**src/rtl/serializer_stream_arbiter.sv**
```systemverilog
// Merges the varint and raw-data byte streams into one output FIFO, one whole field at a time.
// Optional mid-field stall timeout is enabled by defining SER_ARB_TIMEOUT_EN.
module serializer_stream_arbiter #(
   parameter int CNT_W          = 16,
   parameter int TIMEOUT_CYCLES = 256
) (
   input  logic             clk,
   input  logic             reset_n,
   input  logic             vi_empty,
   input  logic [7:0]       vi_q,
   input  logic [9:0]       vi_index_q,
   input  logic             vi_last,
   input  logic             vi_done,
   output logic             vi_pop,
   input  logic             rd_empty,
   input  logic [7:0]       rd_q,
   input  logic [9:0]       rd_index_q,
   input  logic             rd_last,
   input  logic             rd_done,
   output logic             rd_pop,
   input  logic             out_full,
   output logic [7:0]       out_data,
   output logic             out_push,
   output logic             msg_done,
   output logic [CNT_W-1:0] byte_count,
   output logic [CNT_W-1:0] field_count,
   output logic             order_err,
   output logic             stall_err
);

   typedef enum logic [1:0] {
      IDLE,
      LOCK_V,
      LOCK_R,
      DONE
   } state_t;

   if (TIMEOUT_CYCLES < 2) begin : g_timeout_chk
      $error("TIMEOUT_CYCLES must be at least 2");
   end

   state_t           state_q, state_d;
   logic [CNT_W-1:0] byte_count_q, byte_count_d;
   logic [CNT_W-1:0] field_count_q, field_count_d;
   logic [9:0]       prev_index_q, prev_index_d;
   logic             seen_q, seen_d;
   logic             order_err_q, order_err_d;
   logic             msg_done_q, msg_done_d;

   logic             lock_v, lock_r, locked;
   logic             sel_empty, sel_last;
   logic [7:0]       sel_q;
   logic             push;
   logic             grant_v, grant_r, all_done;

   always_comb begin
      lock_v    = (state_q == LOCK_V);
      lock_r    = (state_q == LOCK_R);
      locked    = lock_v || lock_r;
      sel_empty = lock_v ? vi_empty : rd_empty;
      sel_q     = lock_v ? vi_q : rd_q;
      sel_last  = lock_v ? vi_last : rd_last;
      // Gated by reset_n so an abandoned field loses no byte on the reset edge.
      push      = locked && !sel_empty && !out_full && reset_n;
   end

   assign out_push = push;
   assign vi_pop   = push && lock_v;
   assign rd_pop   = push && lock_r;
   assign out_data = push ? sel_q : 8'h00;

   always_comb begin
      grant_v  = !vi_empty &&
                 ((rd_empty && rd_done) ||
                  (!rd_empty && (vi_index_q <= rd_index_q)));
      grant_r  = !rd_empty &&
                 ((vi_empty && vi_done) ||
                  (!vi_empty && (rd_index_q < vi_index_q)));
      all_done = vi_empty && rd_empty && vi_done && rd_done;
   end

`ifdef SER_ARB_TIMEOUT_EN
   localparam int STALL_W = $clog2(TIMEOUT_CYCLES + 1);

   logic [STALL_W-1:0] stall_q, stall_d;
   logic               stall_err_q, stall_err_d;
   logic               timeout;

   always_comb begin
      stall_d     = stall_q;
      stall_err_d = stall_err_q;
      timeout     = 1'b0;
      if (!locked || push) begin
         stall_d = '0;
      end else if (sel_empty) begin
         if (stall_q == STALL_W'(TIMEOUT_CYCLES - 1)) begin
            timeout     = 1'b1;
            stall_err_d = 1'b1;
            stall_d     = '0;
         end else begin
            stall_d = stall_q + STALL_W'(1);
         end
      end
   end

   always_ff @(posedge clk) begin
      if (!reset_n) begin
         stall_q     <= '0;
         stall_err_q <= 1'b0;
      end else begin
         stall_q     <= stall_d;
         stall_err_q <= stall_err_d;
      end
   end

   assign stall_err = stall_err_q;
`else
   logic timeout;

   assign timeout   = 1'b0;
   assign stall_err = 1'b0;
`endif

   always_comb begin
      state_d       = state_q;
      byte_count_d  = byte_count_q;
      field_count_d = field_count_q;
      prev_index_d  = prev_index_q;
      seen_d        = seen_q;
      order_err_d   = order_err_q;
      msg_done_d    = 1'b0;

      if (push && !(&byte_count_q)) begin
         byte_count_d = byte_count_q + CNT_W'(1);
      end

      unique case (state_q)
         IDLE: begin
            if (grant_v) begin
               state_d      = LOCK_V;
               prev_index_d = vi_index_q;
               seen_d       = 1'b1;
               if ((seen_q && (vi_index_q <= prev_index_q)) ||
                   (!rd_empty && (vi_index_q == rd_index_q))) begin
                  order_err_d = 1'b1;
               end
            end else if (grant_r) begin
               state_d      = LOCK_R;
               prev_index_d = rd_index_q;
               seen_d       = 1'b1;
               if (seen_q && (rd_index_q <= prev_index_q)) begin
                  order_err_d = 1'b1;
               end
            end else if (all_done) begin
               state_d    = DONE;
               msg_done_d = 1'b1;
            end
         end
         LOCK_V, LOCK_R: begin
            if (push && sel_last) begin
               state_d = IDLE;
               if (!(&field_count_q)) begin
                  field_count_d = field_count_q + CNT_W'(1);
               end
            end else if (timeout) begin
               state_d = IDLE;
            end
         end
         DONE: begin
            state_d       = IDLE;
            byte_count_d  = '0;
            field_count_d = '0;
            seen_d        = 1'b0;
         end
         default: state_d = IDLE;
      endcase
   end

   always_ff @(posedge clk) begin
      if (!reset_n) begin
         state_q       <= IDLE;
         byte_count_q  <= '0;
         field_count_q <= '0;
         prev_index_q  <= '0;
         seen_q        <= 1'b0;
         order_err_q   <= 1'b0;
         msg_done_q    <= 1'b0;
      end else begin
         state_q       <= state_d;
         byte_count_q  <= byte_count_d;
         field_count_q <= field_count_d;
         prev_index_q  <= prev_index_d;
         seen_q        <= seen_d;
         order_err_q   <= order_err_d;
         msg_done_q    <= msg_done_d;
      end
   end

   assign byte_count  = byte_count_q;
   assign field_count = field_count_q;
   assign order_err   = order_err_q;
   assign msg_done    = msg_done_q;

endmodule
```
**config.mk**
```make
export PLATFORM = sky130hd
export DESIGN_NAME = serializer_stream_arbiter
export DESIGN_NICKNAME = d
export VERILOG_FILES = /design/src/rtl/serializer_stream_arbiter.sv
export SDC_FILE = /design/constraint.sdc
export NUM_CORES = 1
export LEC_CHECK = 0
export CORE_UTILIZATION = 42
export DETAILED_ROUTE_END_ITERATION = 7
export PLACE_DENSITY = 0.81
export SLEW_MARGIN = 20
export SYNTH_ARGS = -nofsm -noshare
export SYNTH_HDL_FRONTEND = slang
export SYNTH_SLANG_ARGS = --single-unit
```
**constraint.sdc**
```tcl
create_clock -name clk -period 5.1 [get_ports clk]
set_input_delay 1.02 -clock clk [delete_from_list [all_inputs] [get_ports clk]]
set_output_delay 1.02 -clock clk [all_outputs]
set_load 0.005 [all_outputs]
```
==> impl_metrics.yaml <==
clocking:
  numCtsBuffers: 5
  hold_buffers: 0
  clk_latency_ns: 0.30
  root_buffer: "clkbuf_8"
  htree_levels: 2
  clock_path_buffers: 2
  cts_resized: 0
  cts.sinks: 47
  postCtsSetupBuffers: 0
  clk_pin_slew_ns: 0.09
  cts_tree: "built"
worst_hold_path:
  hold_start: "field_count[13]"
  hold_end: "field_count[13]"
  hp-class: "reg -> reg"
  hold_path_depth: 2
critical_path:
  rr_endpoint: "field_count[4]"
  reg2reg_slack_ns: 1.97
  r2r_start: "state_q[1]"
  end_kind: "output pin"
  r2r_cells: 7
  crit_type: "in -> out"
  cpPeakStageDelay_ns: 0.56
  arrival_ns: 3.17
  path_max_fanout: 10
  cp_num_buf_inv: 3
  startpoint_type: "input port"
  cp.required_ns: 4.08
  cp_cell_sequence: "clkdlybuf4s50_1, mux2_4, or2_2, inv_2, and2_1, clkdlybuf4s50_1"
  cp_slowest_cell: "clkdlybuf4s50_1"
  cpMostUsedCell: "clkdlybuf4s50_1"
  path_delay_family: "buffers and inverters"
drt:
  ant_nets: 0
  drt_iter0_markers: 131
  dr.pass1.iters: 4
  wire_per_inst_um: 14.9
  routed_wl_um: 8900
  avgViaCountPerCell: 5.71
  num_vias: 3417
  drc: 0
sta:
  maxSlewHeadroom_pct: 29.5
  fin_crit_sh_pct: 82.1
  fin_crit_ns: 4.19
  rsz0062_at_grt: "false"
  worstMarginPinSlew_ns: 1.05
  tns_ns: 0
  max_freq_mhz: 239
  setup_violations: 0
  drv_slew: 0
  finalClockSkew_ns: 0.00744
  finalHoldViolCount: 0
global_route:
  grt_max_degree: 23
  overflow: 0
  antenna_found_initial: 0
  grt_pass1_vias: 3217
  grt_usage_pct: 21.5
  grt_pass1_wl_um: 14700
synthesis:
  synth_edf_count: 0
  syn_inst: 413
  async_reset_ff_share_pct: 0
  synth_common_cells: "47 x dfxtp_1, 40 x o21ai_0, 36 x ha_1"
  synth_most_common_cell: "dfxtp_1"
  yosys.area.top_type: "dfxtp_1"
  ys_ff_latch: 47
  postSynthAreaPerCell_um2: 8.03
  synth_nets: 494
  yosys_warnings: 0
  synth_area_mm2: 0.00332
  yosys.area.top_type_share_pct: 28.4
  synth_top_cells_by_area: "dfxtp_1 28%, ha_1 14%, o21ai_0 6.0%"
  synth_seq_area_share_pct: 28.4
  ys.flop_type: "dfxtp_1"
  synthDistinctLibCells: 53
power:
  seqPwrFrac_pct: 35.0
  clock_power_share_pct: 22.7
  power_leakage_nw: 1.61
  internal_power_mw: 0.797
  total_power_mw: 1.26
  power_density_mw_per_mm2: 288
  swShare_pct: 36.9
  combPwrFrac_pct: 42.3
  max-vdd-ir-drop_uv: 146
  p_switching_mw: 0.465
finish:
  antenna_cells: 0
  fin_area_mm2: 0.00438
  layout-drive-gt1-share_pct: 3.83
  areaGrowthSynthToFinish_pct: 32.2
  nNetsFinal: 576
placed_design:
  place.port_buffers: 89
  hpwl_um: 6790
  finalWeightedCongestion: 0.902
  placed_area_mm2: 0.00427
floorplanning:
  die_w_um: 90.9
  rows: 32
  ioPinCount: 91
  coreArea_mm2: 0.00769
  dieArea_mm2: 0.00825
  initial_core_util_pct: 43.1
  fp.dieH_um: 90.9
run:
  cap_violations: 0
run_status:
  status: "complete, no violations"
==> metrics by stage <==
stage | hold slack (ns) | cells | utilization, % | setup WS [ns]
2_1_floorplan | 0.480 | 413 | - | 1.99
3_3_place_gp | 0.482 | 590 | 55.5 | 1.01
3_5_place_dp | 0.493 | 590 | 55.5 | 0.949
4_1_cts | 0.509 | 598 | 57.0 | 0.943
5_1_grt | 0.555 | 598 | 57.0 | 0.812
6_report | 0.509 | 598 | 57.0 | 0.912
==> per-layer routing <==
layer	GRT usage [%]	wire length (um)
met4	9.13	155
met5	0	0
met2	37.4	4300
met3	4.80	594
met1	25.3	3850
==> worst max path at each step <==
stage                        start      to  slack, ns  depth (start not counted)
after CTS                 vi_empty  rd_pop       0.94                          6
final                     vi_empty  rd_pop       0.91                          6
after floorplan           vi_empty  rd_pop       1.99                          6
after detailed placement  vi_empty  rd_pop       0.95                          6
after global routing       reset_n  rd_pop       0.81                          7
after global placement     reset_n  vi_pop       1.01                          7
==> worst reg2reg max path: stages, from the launching register on <==
cell	delay, ns
dfxtp_1	0.33
inv_1	0.10
ha_1	0.56
mux2_4	0.38
o31ai_4	0.46
o21ai_0	0.16
o21ai_1	0.84
nor2_1	0.14
==> power groups by stage <==
stage	Sequential [mW]	Combinational, mW	Clock (mW)
floorplan	0.440	0.381	0
global placement	0.447	0.510	0
detailed placement	0.449	0.528	0
CTS	0.440	0.532	0.294
global route	0.447	0.599	0.306
finish	0.441	0.534	0.287
==> cell usage in the layout (no fill, tap or decap), types with 6 or more instances in the layout <==
| cell | n |
|---|---|
| o211ai_1 | 6 |
| a211oi_1 | 6 |
| nor3_1 | 6 |
| xor2_1 | 13 |
| dfxtp_1 | 47 |
| o31ai_1 | 8 |
| a21oi_1 | 20 |
| clkbuf_8 | 6 |
| mux2i_1 | 11 |
| or4_1 | 10 |
| nand3_1 | 25 |
| nor2b_1 | 6 |
| or3_1 | 7 |
| nand2_1 | 17 |
| ha_1 | 36 |
| clkdlybuf4s50_1 | 89 |
| a31oi_1 | 10 |
| inv_1 | 34 |
| nand4_1 | 10 |
| o21ai_0 | 40 |
| nor2_1 | 32 |
==> kinds of logic after synthesis <==
family / Yosys count / synth area share [%]
compound gates: 115 / 22.2
buf+inv: 50 / 6.23
flops: 47 / 28.4
xor+xnor: 14 / 3.70
fa+ha+maj: 36 / 13.6
mux: 12 / 3.77
simple gates: 138 / 22.0
other cells: 1 / 0.113
==> flip-flops by register name, indices dropped and copies added (netlist names) <==
signal	flops
byte_count	16
field_count	16
msg_done	1
order_err	1
prev_index_q	10
seen_q	1
state_q	2
==> cell type report <==
type / count / area [um^2]
fillers: 718 / 3300
multi-input cells: 316 / 2170
flip-flops and latches: 47 / 941
repair buffers: 90 / 898
inverters: 35 / 131
well taps: 102 / 128
clock buffers: 6 / 82.6
clock inverters: 2 / 35.0
Power figures use the tool's default switching activity.
==> RTL edit (same flow settings) <==
Re-encode `state_t` (4 states) as Gray code, 2 bits wide.
--- a/src/rtl/serializer_stream_arbiter.sv
+++ b/src/rtl/serializer_stream_arbiter.sv
@@ -29,10 +29,10 @@
 );
 
    typedef enum logic [1:0] {
-      IDLE,
-      LOCK_V,
-      LOCK_R,
-      DONE
+      IDLE   = 2'b00,
+      LOCK_V = 2'b01,
+      LOCK_R = 2'b11,
+      DONE   = 2'b10
    } state_t;
 
    if (TIMEOUT_CYCLES < 2) begin : g_timeout_chk
Behaviour: same outputs for any inputs over 10 cycles, from zero or initial values and one cycle with reset_n low; not proved beyond that.
==> RTL edit against the original RTL <==
Synthesized cell count fell by 4.6%. Area after synthesis fell by 7.2%. Core utilization rose by 2.1 points. Count of clock-buffer cells in the layout did not move. Final cell count down 4.7%. Cell area decreased by 6.3%. Maximum frequency decreased by 1.9%. Sequential cell count did not move. Wire length is 17% lower. Worst setup slack got worse by 0.080 ns. Critical endpoint unchanged.
Power is not compared: it rests on default switching activity, and its combinational part moved more than twofold at a synthesized area within 25%.
==> RTL edit: results (changes against the original RTL) <==
| Metric | Value |
|---|---|
| Drt first-iter violations | `91 (was 131)` |
| Peak supply drop | `107 uV` |
| Beginning of the critical path | `rd_empty (was vi_empty)` |
| Final Skew | `0.00647 ns (was 0.00744 ns)` |
| Netlist cell types | `47 (was 53)` |
| Leak pwr | `0.00152 uW` |
| Relative slew margins | `0.325 (was 0.295)` |
| RD Place Congestion | `0.860 (was 0.902)` |
| Routed WL | `7.41 mm (was 8.90 mm)` |
| Synth area leaders | `dfxtp_1 31%, ha_1 13%, nand2_1 7.1% (was dfxtp_1 28%, ha_1 14%, o21ai_0 6.0%)` |
| Arrival @ worst endpoint | `3.25 ns (was 3.17 ns)` |
| Fillcell total | `605 (was 718)` |
| Reg2reg setup slack | `2.31 ns (was 1.97 ns)` |
| Synth top cells by count | `58 x nand2_1, 47 x dfxtp_1, 34 x nor2_1, 32 x ha_1, 26 x inv_1 (was 47 x dfxtp_1, 40 x o21ai_0, 36 x ha_1, 34 x inv_1, 32 x nor2_1)` |
| Port bufs | `89 (unchanged)` |
| Worst-Skew Late Latency | `0.31 ns` |
| Max stage delay on crit path | `0.59 ns (was 0.56 ns)` |
| Outcome | `completed (unchanged)` |
| Cell family with most CP delay | `buffers and inverters (unchanged)` |
| Critical path peak fanout | `17 (was 10)` |
| Post-Syn Nets | `471 (was 494)` |
| First-pass GRT wire length | `12.5 mm (was 14.7 mm)` |
| Layout cell share with drive strength beyond 1 | `0.0232 (was 0.0383)` |
| Post-synthesis sequential area ratio | `0.306 (was 0.284)` |
| Hold_sp | `prev_index_q[6] (was field_count[13])` |
| Initial DRT Pass Iterations | `4 (unchanged)` |
| Reg2Reg Depth | `5 (was 7)` |
| Number of global-route vias before repair | `2854 (was 3217)` |
| Setup bufs post-CTS | `0 (unchanged)` |
| CTS root buf | `clkbuf_8 (unchanged)` |
| Post_cts resized | `0 (unchanged)` |
| Reg2reg end | `byte_count[15] (was field_count[4])` |
| DR vias/cell | `5.25 (was 5.71)` |
| Ys Warns | `0 (unchanged)` |
| Worst path slowest cell | `or3_1 (was clkdlybuf4s50_1)` |
| CTS clk-pin slew, worst paths | `0.08 ns` |
| Nets | `550 (was 576)` |
| CTS max path bufs | `2 (unchanged)` |
| Total global-route track usage | `0.205 (was 0.215)` |
| Pin count of the biggest net entering global routing | `32 (was 23)` |
| Hpwl dp | `5.92 mm (was 6.79 mm)` |
-- RTL edit: changes by cell type after synthesis, moves of 9 or more --
cell and change:
a31oi_1 -10, nand2_1 +41, nand3_1 -12, o21ai_0 -16, or4_1 -9, xnor2_1 +10
-- RTL edit: how the worst min path moves through the flow --
stage	to	slack, ns	cells after the start
after global placement	prev_index_q[2]	0.44	2
final	prev_index_q[6]	0.46	2
after floorplan	prev_index_q[1]	0.43	2
after CTS	prev_index_q[6]	0.46	2
after global routing	prev_index_q[5]	0.49	2
after detailed placement	prev_index_q[6]	0.44	2
-- RTL edit: cells by family (layout without fill, tap and decap cells) --
group           after synthesis  in the layout  synth area share
simple gates                167            167             0.265
compound gates               67             67             0.130
flops                        47             47             0.306
buf+inv                      44            124            0.0582
fa+ha+maj                    32             32             0.130
xor+xnor                     24             24            0.0683
mux                          12             12            0.0407
other cells                   1              1           0.00122
-- RTL edit: routing by layer --
layer,share of wire,up-vias,GRT usage
met3,0.043,19,0.0386
met5,0,-,0
li1,-,1537,-
met2,0.48,93,0.353
met1,0.45,1345,0.247
met4,0.027,0,0.0939
-- RTL edit: worst min-delay path: cells and delay by family (launching register included) --
family | cells | cell delay [ns]
compound gates | 1 | 0.05
flops | 1 | 0.33
simple gates | 1 | 0.04
-- RTL edit: area by class of cell --
cell class,count,share of cell area
multi-input cells,303,0.476
flip-flops and latches,47,0.229
repair buffers,89,0.217
well taps,96,0.0292
inverters,27,0.0247
clock buffers,6,0.0201
clock inverters,2,0.00396
-- RTL edit: power by group --
part / switching [uW] / internal [uW] / total (uW)
combinational: 90.5 / 85.7 / 176
sequential: 11.4 / 379 / 391
clock: 133 / 111 / 243
total: 235 / 576 / 810
-- RTL edit: per-stage QoR --
stage	worst slack (ns)	total power (uW)	instance area, um^2	cells	hold WS [ns]
final	0.832	810	4110	570	0.458
after global routing	0.725	859	4110	570	0.493
after CTS	0.820	818	4110	570	0.462
after floorplan	1.97	503	3080	394	0.425
after global placement	0.869	570	4010	562	0.436
after detailed placement	0.822	575	4010	562	0.442
